--- src/rtl/ccu_sched_pkg.sv ---
// Shared types and helpers for the clock-control scheduler: the sequencer
// state encoding and the index-width helper used for slice selects.
package ccu_sched_pkg;

    typedef enum logic [2:0] {
        IDLE      = 3'd0,
        UNG_WAIT  = 3'd1,
        ACK1_WAIT = 3'd2,
        ACK0_WAIT = 3'd3,
        GATE_WAIT = 3'd4
    } ccu_sched_state_e;

    // A single slice still needs a 1-bit index.
    function automatic int idx_w(input int n);
        return (n <= 1) ? 1 : $clog2(n);
    endfunction

endpackage

--- src/rtl/ccu_sched_rr_arb.sv ---
// Combinational round-robin pick: first pending slice at or after ptr, wrapping
// around through NUM_SLICES-1 back to 0.
module ccu_sched_rr_arb
    import ccu_sched_pkg::*;
#(
    parameter int NUM_SLICES = 4,
    localparam int IDX_W     = idx_w(NUM_SLICES)
) (
    input  logic [NUM_SLICES-1:0] pend,
    input  logic [IDX_W-1:0]      ptr,
    output logic                  gnt_vld,
    output logic [IDX_W-1:0]      gnt_idx
);

    int k;

    // NOTE: every output of a combinational block gets a default before the
    // conditional logic, otherwise an unassigned path infers a latch.
    always_comb begin
        gnt_vld = 1'b0;
        gnt_idx = '0;
        k       = 0;
        // Scan the farthest offset first so the nearest pending slice wins.
        for (int i = NUM_SLICES - 1; i >= 0; i--) begin
            k = (int'(ptr) + i) % NUM_SLICES;
            if (pend[IDX_W'(k)]) begin
                gnt_vld = 1'b1;
                gnt_idx = IDX_W'(k);
            end
        end
    end

endmodule

--- src/rtl/ccu_clk_sched.sv ---
// Clock-control scheduler: one shared sequencer walks each slice's gate/ungate
// handshake with programmed edge delays, plus the global and per-slice usync pulses.
module ccu_clk_sched
    import ccu_sched_pkg::*;
#(
    parameter int NUM_SLICES    = 4,
    parameter int REQ1_CLK1_DLY = 2,
    parameter int CLK1_ACK1_DLY = 2,
    parameter int REQ0_ACK0_DLY = 2,
    parameter int ACK0_CLK0_DLY = 8,
    parameter int USYNC_PERIOD  = 16,
    parameter int CNT_W         = 8,
    localparam int IDX_W        = idx_w(NUM_SLICES)
) (
    input  logic                  clk,
    input  logic                  rst_b,
    input  logic [NUM_SLICES-1:0] clkreq,
    output logic [NUM_SLICES-1:0] clkack,
    output logic [NUM_SLICES-1:0] clk_en,
    output logic [NUM_SLICES-1:0] usync,
    output logic                  globalusync,
    output logic                  busy,
    output logic [IDX_W-1:0]      active_slice
);

    localparam int UCNT_W = idx_w(USYNC_PERIOD);

    localparam logic [CNT_W-1:0]  R1C1_LOAD = CNT_W'(REQ1_CLK1_DLY - 1);
    localparam logic [CNT_W-1:0]  C1A1_LOAD = CNT_W'(CLK1_ACK1_DLY - 1);
    localparam logic [CNT_W-1:0]  R0A0_LOAD = CNT_W'(REQ0_ACK0_DLY - 1);
    localparam logic [CNT_W-1:0]  A0C0_LOAD = CNT_W'(ACK0_CLK0_DLY - 1);
    localparam logic [UCNT_W-1:0] UCNT_LAST = UCNT_W'(USYNC_PERIOD - 1);

    ccu_sched_state_e      state_q, state_d;
    logic [CNT_W-1:0]      cnt_q, cnt_d;
    logic [IDX_W-1:0]      sel_q, sel_d;
    logic [IDX_W-1:0]      ptr_q, ptr_d;
    logic [NUM_SLICES-1:0] ack_d, en_d;
    logic [UCNT_W-1:0]     ucnt_q, ucnt_d;
    logic                  glob_d;
    logic                  gnt_vld;
    logic [IDX_W-1:0]      gnt_idx;

    // A slice is pending whenever its request and acknowledge disagree.
    ccu_sched_rr_arb #(.NUM_SLICES(NUM_SLICES)) u_arb (
        .pend    (clkreq ^ clkack),
        .ptr     (ptr_q),
        .gnt_vld (gnt_vld),
        .gnt_idx (gnt_idx)
    );

    always_comb begin
        state_d = state_q;
        cnt_d   = cnt_q;
        sel_d   = sel_q;
        ptr_d   = ptr_q;
        ack_d   = clkack;
        en_d    = clk_en;
        unique case (state_q)
            IDLE: begin
                if (gnt_vld) begin
                    sel_d = gnt_idx;
                    ptr_d = (int'(gnt_idx) == NUM_SLICES - 1) ? '0 : gnt_idx + IDX_W'(1);
                    if (clkreq[gnt_idx]) begin
                        state_d = UNG_WAIT;
                        cnt_d   = R1C1_LOAD;
                    end else begin
                        state_d = ACK0_WAIT;
                        cnt_d   = R0A0_LOAD;
                    end
                end
            end
            UNG_WAIT: begin
                if (cnt_q == '0) begin
                    en_d[sel_q] = 1'b1;
                    state_d     = ACK1_WAIT;
                    cnt_d       = C1A1_LOAD;
                end else begin
                    cnt_d = cnt_q - CNT_W'(1);
                end
            end
            ACK1_WAIT: begin
                if (cnt_q == '0) begin
                    ack_d[sel_q] = 1'b1;
                    state_d      = IDLE;
                end else begin
                    cnt_d = cnt_q - CNT_W'(1);
                end
            end
            ACK0_WAIT: begin
                if (cnt_q == '0) begin
                    ack_d[sel_q] = 1'b0;
                    state_d      = GATE_WAIT;
                    cnt_d        = A0C0_LOAD;
                end else begin
                    cnt_d = cnt_q - CNT_W'(1);
                end
            end
            GATE_WAIT: begin
                if (cnt_q == '0) begin
                    en_d[sel_q] = 1'b0;
                    state_d     = IDLE;
                end else begin
                    cnt_d = cnt_q - CNT_W'(1);
                end
            end
            default: state_d = IDLE;
        endcase
    end

    // globalusync is registered from the next count so it is high exactly
    // while the counter sits at its last value; usync follows the same edge.
    always_comb begin
        ucnt_d = (ucnt_q == UCNT_LAST) ? '0 : ucnt_q + UCNT_W'(1);
        glob_d = (ucnt_d == UCNT_LAST);
    end

    // NOTE: sequential state uses non-blocking assignments so every flop
    // samples pre-edge values regardless of statement order.
    always_ff @(posedge clk or negedge rst_b) begin
        if (!rst_b) begin
            state_q     <= IDLE;
            cnt_q       <= '0;
            sel_q       <= '0;
            ptr_q       <= '0;
            clkack      <= '0;
            clk_en      <= '0;
            ucnt_q      <= '0;
            globalusync <= 1'b0;
            usync       <= '0;
        end else begin
            state_q     <= state_d;
            cnt_q       <= cnt_d;
            sel_q       <= sel_d;
            ptr_q       <= ptr_d;
            clkack      <= ack_d;
            clk_en      <= en_d;
            ucnt_q      <= ucnt_d;
            globalusync <= glob_d;
            usync       <= {NUM_SLICES{glob_d}} & ack_d;
        end
    end

    assign busy         = (state_q != IDLE);
    assign active_slice = busy ? sel_q : '0;

endmodule

--- config.mk ---
export PLATFORM = sky130hd
export DESIGN_NAME = ccu_clk_sched
export DESIGN_NICKNAME = d
export VERILOG_FILES = /design/src/rtl/ccu_sched_pkg.sv /design/src/rtl/ccu_sched_rr_arb.sv /design/src/rtl/ccu_clk_sched.sv
export SDC_FILE = /design/constraint.sdc
export NUM_CORES = 1
export LEC_CHECK = 0
export CAP_MARGIN = 20
export CELL_PAD_IN_SITES_DETAIL_PLACEMENT = 1
export CELL_PAD_IN_SITES_GLOBAL_PLACEMENT = 1
export CORE_MARGIN = 8
export CORE_UTILIZATION = 43
export CTS_CLUSTER_DIAMETER = 30
export DETAILED_ROUTE_END_ITERATION = 10
export PLACE_DENSITY_LB_ADDON = 0.1
export SLEW_MARGIN = 20
export SYNTH_ARGS = -nofsm -noshare
export SYNTH_HDL_FRONTEND = slang
export SYNTH_SLANG_ARGS = --single-unit
--- constraint.sdc ---
create_clock -name clk -period 2.5 [get_ports clk]
set_clock_uncertainty 0.05 [all_clocks]
set_input_delay 0.375 -clock clk [delete_from_list [all_inputs] [get_ports clk]]
set_output_delay 0.375 -clock clk [all_outputs]
set_load 0.02 [all_outputs]
== Word level (Yosys, flattened, before mapping) ==
Cells that the tools add are included.

* Memories: 0
* ROM bits: 0
* Bits in writable memories: 0
* Input bits: 6
* Output and inout port bits: 16
* Latch bits: 0
* Logic and storage cells: 97
* Bits in registers: 32

* Multiply operators: 0
* Equality and inequality tests: 13
* $add $sub $neg: 6
* Reduce and logical (&&, ||, !) cells: 11
* Bitwise operators: 7
* Div/mod/pow operators: 0
* Magnitude comparators: 7
* Muxes and demuxes: 44
* Shift-type cells: 0

{| class="wikitable"
|+ Operators by type and width
! cell !! count
|-
| 8-bit two-way mux || 4
|-
| 8-bit case mux with 4 select lines || 1
|-
| 4-bit two-way mux || 5
|-
| 2-bit by 4-bit less-than comparator with 1-bit output (second input constant) || 4
|-
| 4-bit case mux with 2 select lines || 2
|-
| 1-bit two-way mux || 14
|-
| 2-bit two-way mux || 7
|-
| 4-bit AND || 3
|-
| 3-bit two-way mux || 4
|-
| 3-bit case mux with 4 select lines || 1
|-
| 1-bit binary-select mux with 2-bit select || 5
|-
| 2-bit inequality test (second input constant) || 5
|-
| 4-bit == test (second input constant) || 2
|-
| 8-bit zero test || 1
|-
| 4-bit bitwise OR || 2
|-
| 8-bit by 1-bit subtractor with 8-bit output (second input constant) || 1
|-
| 3-bit by 2-bit == test with 1-bit output (second input constant) || 2
|-
| 2-bit by 3-bit less-than comparator with 1-bit output (second input constant) || 2
|-
| 3-bit AND reduction || 2
|-
| 2-bit by 1-bit adder with 2-bit output (second input constant) || 2
|-
| 2-bit adder (second input constant) || 2
|-
| 4-bit by 1-bit adder with 4-bit output (second input constant) || 1
|-
| 4-bit NOT || 1
|-
| 4-bit AND reduction || 1
|-
| 14 further kinds || 14
|}

== Depth between registers and ports, before layout ==
* Word-level depth: 13
* Mapped depth: 7
* Mapped depth without buffers: 7

== Hierarchy ==
From an unflattened synthesis, not the netlist that was laid out.

* Cells, all modules: 197
* Area, all modules: 1903.1 sq um

{| class="wikitable"
|+ Modules (own cells, without submodules)
! module !! area an instance (sq um) !! seq. area each (sq um) !! instances !! cells an instance
|-
| ccu_clk_sched || 1825.5 || 800.8 || 1 || 184
|-
| ccu_sched_rr_arb || 77.6 || 0.0 || 1 || 13
|}

== Least setup slack after synthesis ==
OpenSTA, ideal clock, no wires.

* Kind: reg2reg
* Start: register clkack[0]
* End: register ptr_q[1]
* Buffers on the path: 1
* Slack: 0.484 ns
* Stages on the path, launching flop included: 7
* Period minus slack after synthesis: 2.016 ns
* Required time: 2.325 ns
* Data arrival time: 1.842 ns
* Setup time: 0.125 ns
* Path through: dfrtp_1 xor2_1 buf_2 a21oi_1 o211a_1 ha_1 mux2_2

* Word-level cells in the longest chain between the ends: 10
* Elaborated cells between the ends (all ways): 25
* Those cells by class: add/sub: 1; eq/ne: 1; mux: 21; bitwise: 1; reduce/logical: 1

{| class="wikitable"
|+ Ends and longest elaborated chain
! element !! line !! source
|-
| start, declared || ccu_clk_sched.sv:18 || <nowiki>output logic [NUM_SLICES-1:0] clkack,</nowiki>
|-
| start signal, assigned || ccu_clk_sched.sv:136 || <nowiki>clkack <= ack_d;</nowiki>
|-
| 4-bit XOR (*) || ccu_clk_sched.sv:46 || <nowiki>.pend (clkreq ^ clkack),</nowiki>
|-
| 1-bit binary-select mux with 2-bit select || ccu_sched_rr_arb.sv:26 || <nowiki>if (pend[IDX_W'(k)]) begin</nowiki>
|-
| 1-bit two-way mux (not written as such) (2 in series) || ccu_sched_rr_arb.sv:26 ||
|-
| 2-bit two-way mux (3 in series) || ccu_sched_rr_arb.sv:26 ||
|-
| 2-bit two-way mux (*) || ccu_sched_rr_arb.sv:26 ||
|-
| named net gnt_idx[0] || ccu_clk_sched.sv:42 || <nowiki>logic [IDX_W-1:0] gnt_idx;</nowiki>
|-
| 2-bit by 1-bit adder with 2-bit output / 2-bit by 1-bit == test with 1-bit output (equally long branches) || ccu_clk_sched.sv:63 || <nowiki>ptr_d = (int'(gnt_idx) == NUM_SLICES - 1) ? '0 : gnt_idx + IDX_W'(1);</nowiki>
|-
| 2-bit two-way mux (*) || ccu_clk_sched.sv:63 ||
|-
| end signal, assigned || ccu_clk_sched.sv:135 || <nowiki>ptr_q <= ptr_d;</nowiki>
|-
| end, declared || ccu_clk_sched.sv:37 || <nowiki>logic [IDX_W-1:0] ptr_q, ptr_d;</nowiki>
|}

The timed path passes the listed nets; every way through them passes the cells marked *. The select of a mux whose other input is x is not followed.
A chain may end at the register's enable or synchronous reset.

== Final worst setup path ==
* Start: input port clkreq[3]
* End: register ptr_q[1]

* Word-level cells in the longest chain between the ends: 10
* Elaborated cells between the ends (all ways): 25
* Those cells by class: add/sub: 1; eq/ne: 1; mux: 21; bitwise: 1; reduce/logical: 1

{| class="wikitable"
|+ Ends and longest elaborated chain
! element !! line !! source
|-
| start, declared || ccu_clk_sched.sv:17 || <nowiki>input logic [NUM_SLICES-1:0] clkreq,</nowiki>
|-
| 4-bit XOR (*) || ccu_clk_sched.sv:46 ||
|-
| 1-bit binary-select mux with 2-bit select || ccu_sched_rr_arb.sv:26 ||
|-
| 1-bit two-way mux (not written as such) (2 in series) || ccu_sched_rr_arb.sv:26 ||
|-
| 2-bit two-way mux (3 in series) || ccu_sched_rr_arb.sv:26 ||
|-
| 2-bit two-way mux (*) || ccu_sched_rr_arb.sv:26 ||
|-
| named net gnt_idx[1] || ccu_clk_sched.sv:42 ||
|-
| 2-bit by 1-bit adder with 2-bit output / 2-bit by 1-bit == test with 1-bit output (equally long branches) || ccu_clk_sched.sv:63 ||
|-
| 2-bit two-way mux (*) || ccu_clk_sched.sv:63 ||
|}

Marked as above.

==> reports/metrics.yaml <==
synthXorXnorAreaFrac_pct: 6.87
grt_pass1_vias: 1856
clkSinkCount: 32
synth.area.top_cells: "dfrtp_1 (40%), o21ai_0 (4.8%), nand2_1 (3.4%)"
viasPerCell: 5.88
r2r-start: "cnt_q[0]"
worst_pin_slew_ns: 0.671
p_seq_share_pct: 30.8
cts_setup_buffers: 0
slowest_delay_ns: 0.50
synth_top_family_by_area: "compound AO/OA/AOI/OAI gates"
power_density_nw_per_um2: 1150
min_period_over_period_pct: 91.7
diodes: 0
multiInputGateArea_sq_um: 1100
yosys-top-cells-count: "dfrtp_1 (32), o21ai_0 (19), nand2_1 (18)"
whs_endpoint: "ucnt_q[0]"
critPathLaunch: "clkreq[3]"
fin_nets: 252
reg2reg_slack_ns: 0.21
critPathKind: "in2reg"
clk_path_buf_depth: 2
cp-end-kind: "register"
final-seq-area_sq_um: 801
path_max_fanout: 5
synth-simple-area-share_pct: 19.6
synthesis.area_sq_um: 1980
cts_tree: "done"
switching_share_pct: 44.8
finalMaxSlewViolations: 0
die_h_microns: 83.9
power.leakage_nw: 1.02
setup_viol: 0
hp-start: "ucnt_q[3]"
die_w_microns: 83.9
synth_area_per_cell_sq_um: 9.49
cts-root-buf: "clkbuf_8"
p_comb_share_pct: 51.1
synthAdderAreaFrac_pct: 3.15
clk_pin_slew_ns: 0.07
hpwl_mm: 4.06
drive_gt1_share_pct: 14.9
grt_pass1_wl_mm: 9.29
reg2regPathDepth: 7
syn_to_final_growth_pct: 21.7
syn-num-nets: 220
crit_chain: "clkdlybuf4s50_1 > xnor2_1 > a222oi_1 > nand3_1 > clkinv_1 > ha_1 > mux2_2"
port_buffers: 21
whs_path_depth: 1
hold_viol_final: 0
ys_seq_area_share_pct: 40.4
initialDrtViolationCount: 79
fillerInstances: 512
internal-power_mw: 1.54
ant_nets: 0
drc: 0
switchingPower_mw: 1.25
hp-class: "reg2reg"
synthCells: 209
num_vias: 1729
required_ns: 2.62
synth_flop_cell: "dfrtp_1"
wl_per_cell_microns: 18.3
synth_mux_area_share_pct: 1.13
crit_slowest_cell: "clkdlybuf4s50_1"
dieArea_sq_um: 7040
cts.repair.resized: 0
final_core_util_pct: 54.7
synth_compound_area_share_pct: 24.7
power.total_mw: 2.79
finalCriticalPeriod_ns: 2.29
synth-async-reset-ratio_pct: 100
yosysTopAreaCellShare_pct: 40.4
pwr-share-clk_pct: 18.0
htree_levels: 2
antenna_found_initial: 0
gp_congestion: 0.871
clk_latency_ns: 0.29
first_pass_iters: 4
slew-limit-headroom_pct: 54.9
startpoint_type: "input pin"
grt_max_degree: 33
hold_buffers: 0
routed_wl_mm: 5.38
cts_buffers: 5
ir_drop_v: 0.000399
initial_core_util_pct: 45.0
yosysMostFrequentCell: "dfrtp_1"
yosys_warnings: 0
ys_ff_latch: 32
arrival_ns: 2.41
synth_edf_count: 0
maxCapViolCount: 0
ios: 22
rows: 24
outcome: "finished clean"
synth.largest_area_cell: "dfrtp_1"
core_sq_um: 4410
rsz0062_at_grt: "no"
fmax_ghz: 0.436
ys_types: 52
track_usage_pct: 16.0
gr-total-overflow: 0
## cell families (layout without fill, tap and decap cells)
group                    Yosys count  after routing
XOR/XNOR                          13             13
AND/OR/NAND/NOR                   72             72
multiplexers                       2              2
adder cells (fa/ha/maj)            5              5
flip-flops                        32             32
AO/OA/AOI/OAI                     65             65
buffers and inverters             20             53
## metal layers
metal  vias to the layer above  GRT usage [%]  share of wire (%)
met3                        10           3.81                3.5
met2                        32           26.1                 49
met4                         0           6.44                1.8
met5                         -              0                  0
li1                        823              -                  -
met1                       864           19.7                 46
## placed cells by master, fill, tap and decap left out, types with 2 or more instances in the layout
cell             count
nor2b_1              6
mux2_2               2
ha_1                 5
nand2b_1             6
o31ai_1              5
a21boi_0             2
buf_4               10
nor2_1              13
nor4b_1              2
xor2_2               3
nand2_1             18
xnor2_1              6
inv_1               13
clkbuf_8             5
nand4_1              2
dfrtp_1             32
o21ai_1              2
a31oi_1              5
o41ai_4              2
nand3_1             10
nor3b_1              2
nor3_1               4
a21oi_1             11
xor2_1               4
a21o_1               2
clkdlybuf4s50_1     21
o21ai_0             19
nor4_1               2
o2111ai_1            3
## layout make-up
class                           instances  share of cell area [%]
Inverter                               14                    2.18
Clock buffer                            5                    2.85
Tap cell                               52                    2.69
Multi-Input combinational cell        157                    45.5
Clock inverter                          3                    1.76
Sequential cell                        32                    33.2
Timing Repair Buffer                   31                    11.8
## through the flow
step	cell area (sq um)	std cells	hold slack, ns	setup TNS (ns)	setup WS, ns
after global routing	2410	294	0.483	0	0.0474
after floorplan	1980	209	0.0294	0	0.484
after global placement	2300	286	0.421	0	0.0940
after detailed placement	2300	286	0.419	-0.0360	-0.0360
after CTS	2410	294	0.430	0	0.202
final	2410	294	0.434	0	0.207
## critical path, delay by kind of cell
kind                     cells  cell delay [ns]
adder cells (fa/ha/maj)      1             0.30
AND/OR/NAND/NOR              1             0.20
multiplexers                 1             0.25
buffers and inverters        2             0.63
XOR/XNOR                     1             0.48
AO/OA/AOI/OAI                1             0.18
## power by group through the flow
stage	Clock (mW)	Combinational, mW	Sequential (mW)
floorplan	0	1.01	0.810
global placement	0	1.36	0.853
detailed placement	0	1.41	0.868
CTS	0.515	1.43	0.858
global route	0.531	1.58	0.883
finish	0.502	1.43	0.860
## how the worst max path moves through the flow
stage | cells past startpoint | to | slack [ns]
6_report | 7 | ptr_q[1] | 0.21
2_1_floorplan | 6 | ptr_q[1] | 0.48
3_3_place_gp | 7 | ptr_q[1] | 0.09
3_5_place_dp | 7 | ptr_q[1] | -0.04
4_1_cts | 3 | busy | 0.20
5_1_grt | 3 | busy | 0.05
(Power assumes the default switching activity.)
